===== config.mk =====
export PLATFORM = sky130hd
export DESIGN_NAME = scan_mux_sampler
export DESIGN_NICKNAME = d
export VERILOG_FILES = /design/src/rtl/scan_mux_sampler.sv
export SDC_FILE = /design/constraint.sdc
export NUM_CORES = 1
export LEC_CHECK = 0
export CORE_MARGIN = 2
export CORE_UTILIZATION = 52
export CTS_CLUSTER_SIZE = 20
export DETAILED_ROUTE_END_ITERATION = 8
export PLACE_DENSITY_LB_ADDON = 0.15
export SLEW_MARGIN = 5
export SYNTH_ARGS = -nofsm -noshare
export SYNTH_HDL_FRONTEND = slang
export SYNTH_SLANG_ARGS = --single-unit

===== constraint.sdc =====
create_clock -name clk -period 3.52 [get_ports clk]
set_input_delay 0.528 -clock clk [delete_from_list [all_inputs] [get_ports clk]]
set_output_delay 0.528 -clock clk [all_outputs]
set_load 0.03 [all_outputs]

===== src/rtl/scan_mux_sampler.sv =====
// N-channel W-bit registered multiplexer with manual select and auto scan.
// Each output sample is tagged with the channel index it was taken from.
module scan_mux_sampler #(
    parameter int NCH  = 4,
    parameter int W    = 1,
    parameter int SELW = $clog2(NCH),
    parameter int DWW  = 8
) (
    input  logic              clk,
    input  logic              rst,
    input  logic              en,
    input  logic              mode,
    input  logic [SELW-1:0]   sel_in,
    input  logic [DWW-1:0]    dwell,
    input  logic [NCH*W-1:0]  ch_in,
    output logic [W-1:0]      data_out,
    output logic [SELW-1:0]   ch_out,
    output logic              valid,
    output logic              wrap,
    output logic              sel_err
);

    localparam logic [SELW:0]   NCH_X = (SELW+1)'(NCH);
    localparam logic [SELW-1:0] LAST  = SELW'(NCH - 1);

    logic [W-1:0]    chans [NCH];

    logic [SELW-1:0] sel_q, sel_d;
    logic [DWW-1:0]  cnt_q, cnt_d;
    logic [W-1:0]    data_q, data_d;
    logic [SELW-1:0] ch_q, ch_d;
    logic            valid_q, valid_d;
    logic            wrap_q, wrap_d;
    logic            err_q, err_d;

    logic            legal;
    logic            last;
    logic            adv;

    always_comb begin
        for (int k = 0; k < NCH; k++) begin
            chans[k] = ch_in[k*W +: W];
        end
    end

    assign legal = {1'b0, sel_in} < NCH_X;
    assign last  = (sel_q == LAST);
    // >= rather than == so a lowered dwell takes effect on the next edge
    assign adv   = (cnt_q >= dwell);

    always_comb begin
        sel_d   = sel_q;
        cnt_d   = cnt_q;
        data_d  = data_q;
        ch_d    = ch_q;
        valid_d = 1'b0;
        wrap_d  = 1'b0;
        err_d   = err_q;
        if (en) begin
            if (!mode) begin
                cnt_d = '0;
                if (legal) begin
                    data_d  = chans[sel_in];
                    ch_d    = sel_in;
                    sel_d   = sel_in;
                    valid_d = 1'b1;
                end else begin
                    err_d = 1'b1;
                end
            end else begin
                data_d  = chans[sel_q];
                ch_d    = sel_q;
                valid_d = 1'b1;
                if (adv) begin
                    cnt_d  = '0;
                    sel_d  = last ? '0 : sel_q + SELW'(1);
                    wrap_d = last;
                end else begin
                    cnt_d = cnt_q + DWW'(1);
                end
            end
        end
    end

    always_ff @(posedge clk or posedge rst) begin
        if (rst) begin
            sel_q   <= '0;
            cnt_q   <= '0;
            data_q  <= '0;
            ch_q    <= '0;
            valid_q <= 1'b0;
            wrap_q  <= 1'b0;
            err_q   <= 1'b0;
        end else begin
            sel_q   <= sel_d;
            cnt_q   <= cnt_d;
            data_q  <= data_d;
            ch_q    <= ch_d;
            valid_q <= valid_d;
            wrap_q  <= wrap_d;
            err_q   <= err_d;
        end
    end

    assign data_out = data_q;
    assign ch_out   = ch_q;
    assign valid    = valid_q;
    assign wrap     = wrap_q;
    assign sel_err  = err_q;

endmodule


---- Yosys cells after proc, flatten, opt, wreduce, memory -nomap -nowiden ----
Index checks and enable logic that the tools add are counted.
W data, S select, Z words.
cells by class
  bitwise logic cells ..................... 2
  mux-type cells .......................... 17
  $lt $le $gt $ge ......................... 3
  equal/unequal tests ..................... 2
  add/subtract/negate cells ............... 2
  reduce and logical (&&, ||, !) cells .... 1
operator list
  kind                   count
  $mux W8                2
  $mux W1                9
  $add A8 B1 Y8 const B  1
  $ge A8 B8 Y1           1
  $mux W2                4
  $ge A3 B3 Y1 const B   2
  $not A2 Y3             2
  $bmux W1 S2            2
  $add A2 B1 Y2 const B  1
  $eq A2 B2 Y1 const B   1
  $ne A2 B1 Y1 const B   1
  $reduce_and A2 Y1      1
word-level totals
  bits of input ports ..................... 18
  register bits ........................... 15
  output and inout port bits .............. 6

---- Logic depth before layout (Yosys ltp) ----
  depth after elaboration ................. 5
  mapped depth ............................ 7
  depth with buffers taken out ............ 7

---- Least setup slack after synthesis ----
Ideal clock, no wire load.
  path type ............................... input-to-reg
  start ................................... input dwell[0]
  end ..................................... register sel_q[1]
  cell stages on the path ................. 6
  buffers on the path ..................... 0
  setup slack ............................. 1.544 ns
  arrival ................................. 1.853 ns
  required time ........................... 3.397 ns
  cells stage by stage .................... ha_1 nand2b_4 a2111oi_4 o2111a_2 nor3_2 o221a_1
on the way
  longest elaborated chain between the ends .. 3
RTL lines
  element                      line  RTL
  start: declaration           14    input logic [DWW-1:0] dwell,
  $ge A8 B8 Y1                 49    assign adv = (cnt_q >= dwell);
  $ne A2 B1 Y1 (no line)       -
  $reduce_and A2 Y1 (no line)  -
  end signal: assignment       95    sel_q <= sel_d;
  end: declaration             28    logic [SELW-1:0] sel_q, sel_d;
Every way passes these cells.
A chain may end at the register's enable or synchronous reset.

---- Final worst setup path ----
  start ................................... input dwell[7]
  end ..................................... register sel_q[1]
The elaborated chain is that of the path after synthesis.

==> results.tsv <==
stage	metric	value	unit
die	core region area	0.001902	mm2
die	Die X	48.45	um
timing	RSZ-0062 raised after global routing	no	
cells_and_area	area grow syn2layout	24.85	%
pwr	LEAKAGE	0.0005785	uW
cts	TritonCTS buffer count	3	
detailed_routing	DRT iter0 DRCs	17	
logic_synthesis	cell area after synthesis	0.001027	mm2
detailed_routing	Vias	834	
critical_path	critical path class	in -> reg	
timing	fin. max-slew vios	0	
critical_path	Req. time, crit path	3700	ps
cells_and_area	Final Cell Area	0.001282	mm2
cells_and_area	multi-input logic area	574.3	um2
logic_synthesis	flops & latches, synth	15	
placement	# port buffers	22	
cells_and_area	Util after Layout	67.43	%
pwr	power per cell area	537.6	mW/mm2
timing	Final min period	2314	ps
global_routing	vias in the first global route	861	
die	row cnt	16	
critical_path	Crit. End Element	register	
timing	final hold viol count	0	
global_routing	GRT Residual Overflow	0	
detailed_routing	Avg WL per Cell	14.03	um
global_routing	first-pass GRT wire length	3774	um
cts	clock sink count	15	
min_path	worst hold path class	reg -> reg	
logic_synthesis	sequential area share after synthesis	36.54	%
global_routing	all-layer global routing usage	20.87	%
logic_synthesis	Synth Flop Type	dfrtp_1	
outcome	status	complete, no violations	
cts	H-tree levels	1	
logic_synthesis	post-synthesis cell type count	34	
run	MaxCap Viol Count	0	
critical_path	startpoint types	primary input	
die	Starting Density	54.01	%
detailed_routing	TritonRoute pass-1 iters	4	
cells_and_area	nets	155	
placement	DP HPWL	1755	um
pwr	Final Total Pwr	689.4	uW
timing	Worst Clk Skew	6.074	ps
cells_and_area	fillcell total	161	
cts	post-cts sizing count	0	
cts	post-CTS setup buffer count	0	
cts	CTS tree	done	
timing	Worst-Margin Slew	555.2	ps
logic_synthesis	synth warn	0	
cts	Clock Latency Late Sink	280	ps
die	DIE AREA	0.002347	mm2
detailed_routing	DRC viols	0	
detailed_routing	WL final	2146	um
timing	Max transition margin	62.95	%
cells_and_area	antenna diode count	0	
global_routing	largest net degree at the start of global routing	16	
logic_synthesis	async set or reset register ratio after synthesis	100.0	%
critical_path	Max FO, Critical Path	5	
logic_synthesis	Post-synth EDFFs	0	
logic_synthesis	Post-Synthesis Cells	103	
detailed_routing	Post-DRT Antenna Nets	0	
timing	setup_tns	0	ps
pwr	maximum VDD drop	417.9	uV
placement	GP Congestion	0.7784	
cts	clock slew at reported path FFs	90	ps
die	Die Ht	48.45	um
timing	Tcrit/Tclk final	65.75	%
timing	Fmax	0.4321	GHz
cells_and_area	share of cells above drive strength 1	9.524	%
placement	Placement Cell Area	0.001256	mm2
detailed_routing	Vias/cell	5.451	
global_routing	initial antenna violation count	0	
cts	Post-CTS Hold Buffers	0	
logic_synthesis	Syn Nets	131	
logic_synthesis	Mapped Avg Cell Area	9.973	um2
cts	Max Root-Sink Buffers	2	
critical_path	crit path DAT	2490	ps
cells_and_area	Seq. cell area	375.4	um2
cts	clk root buf	clkbuf_4	
die	I/O pin count	24	
timing	Final setup viols	0	
layer usage:
metal	track usage, %	part of all wire (%)	vias to the layer above
met5	0	0	-
met4	10.00	1.9	0
met3	3.395	4.2	4
met2	36.81	52	18
met1	24.80	41	396
li1	-	-	416
logic make-up after synthesis:
group	after synthesis	share of synthesized area [%]
buffers and inverters	17	7.551
AO/OA/AOI/OAI	21	16.81
multiplexers	7	9.257
XOR/XNOR	2	1.706
adder cells (fa/ha/maj)	10	12.18
AND/OR/NAND/NOR	30	15.59
flip-flops	15	36.54
other	1	0.3651
worst max-delay path: stages:
cell             delay [ps]
clkdlybuf4s50_1         460
inv_1                    40
ha_1                    320
and3_1                  190
a211oi_2                260
and3_1                  360
nor3_2                  100
o221a_1                 240
cells in the mapped netlist, types with 3 or more instances:
cell type  instances  area (um2)
a21oi_1            5       25.02
mux2i_1            5       50.05
ha_1              10       125.1
inv_1             13       48.80
nand2_1            3       11.26
nor3_1             3       15.01
nand3_1            4       20.02
dfrtp_1           15       375.4
o21ai_0            3       15.01
o2bb2ai_1          3       26.28
nor2_1            10       37.54
and3_1             3       18.77
area by class of cell:
cell class | count | share of cell area [%]
multi-input combinational | 71 | 44.78
sequential | 15 | 29.27
timing repair buffer | 22 | 17.17
inverter | 14 | 4.098
tap | 27 | 2.634
clock buffer | 4 | 2.049
final timing paths:
| check | from | slack, ps | cells past startpoint | to |
|---|---|---|---|---|
| worst max-delay path | dwell[7] | 1210 | 8 | sel_q[1]$_DFFE_PP0P_ |
| worst min-delay path | ch_out[1]$_DFFE_PP0P_ | 550 | 2 | ch_out[1]$_DFFE_PP0P_ |
| worst max register to register | cnt_q[0]$_DFFE_PP0P_ | 1450 | 7 | sel_q[1]$_DFFE_PP0P_ |
| worst min register to register | ch_out[1]$_DFFE_PP0P_ | 550 | 2 | ch_out[1]$_DFFE_PP0P_ |
| max in group asynchronous | rst | 2570 | 2 | cnt_q[3]$_DFFE_PP0P_ |
| min in group asynchronous | rst | 590 | 2 | cnt_q[5]$_DFFE_PP0P_ |
power breakdown:
part	total [uW]	internal, uW	switching, uW
combinational	310	154	156
clock	98.4	44.0	54.4
sequential	281	220	60.5
placed cells by master, fill, tap and decap left out, drive strengths merged, types with 2 or more instances in the layout:
cell,netlist,routed
o22ai,2,2
nand2,3,3
nand4,2,2
o21ai,3,3
a21oi,5,5
nor3,4,4
mux2i,5,5
and3,3,3
clkdlybuf4s50,0,22
o2bb2ai,3,3
nor2,10,10
clkbuf,2,4
mux4,2,2
dfrtp,15,15
o211ai,2,2
ha,10,10
inv,13,13
nand3,4,4
through the flow:
| step | hold WS [ps] | setup WS (ps) | instances |
|---|---|---|---|
| after detailed placement | 520.1 | 883.6 | 149 |
| after floorplan | 429.5 | 1544 | 103 |
| after global routing | 568.7 | 1071 | 153 |
| after CTS | 550.7 | 1184 | 153 |
| after global placement | 525.0 | 965.0 | 149 |
| final | 549.7 | 1206 | 153 |
registers in the layout, indices dropped and copies added (netlist names):
name,cells
cnt_q,8
ch_out,2
sel_q,2
data_out,1
valid,1
wrap,1
Power figures use the tool's default switching activity.
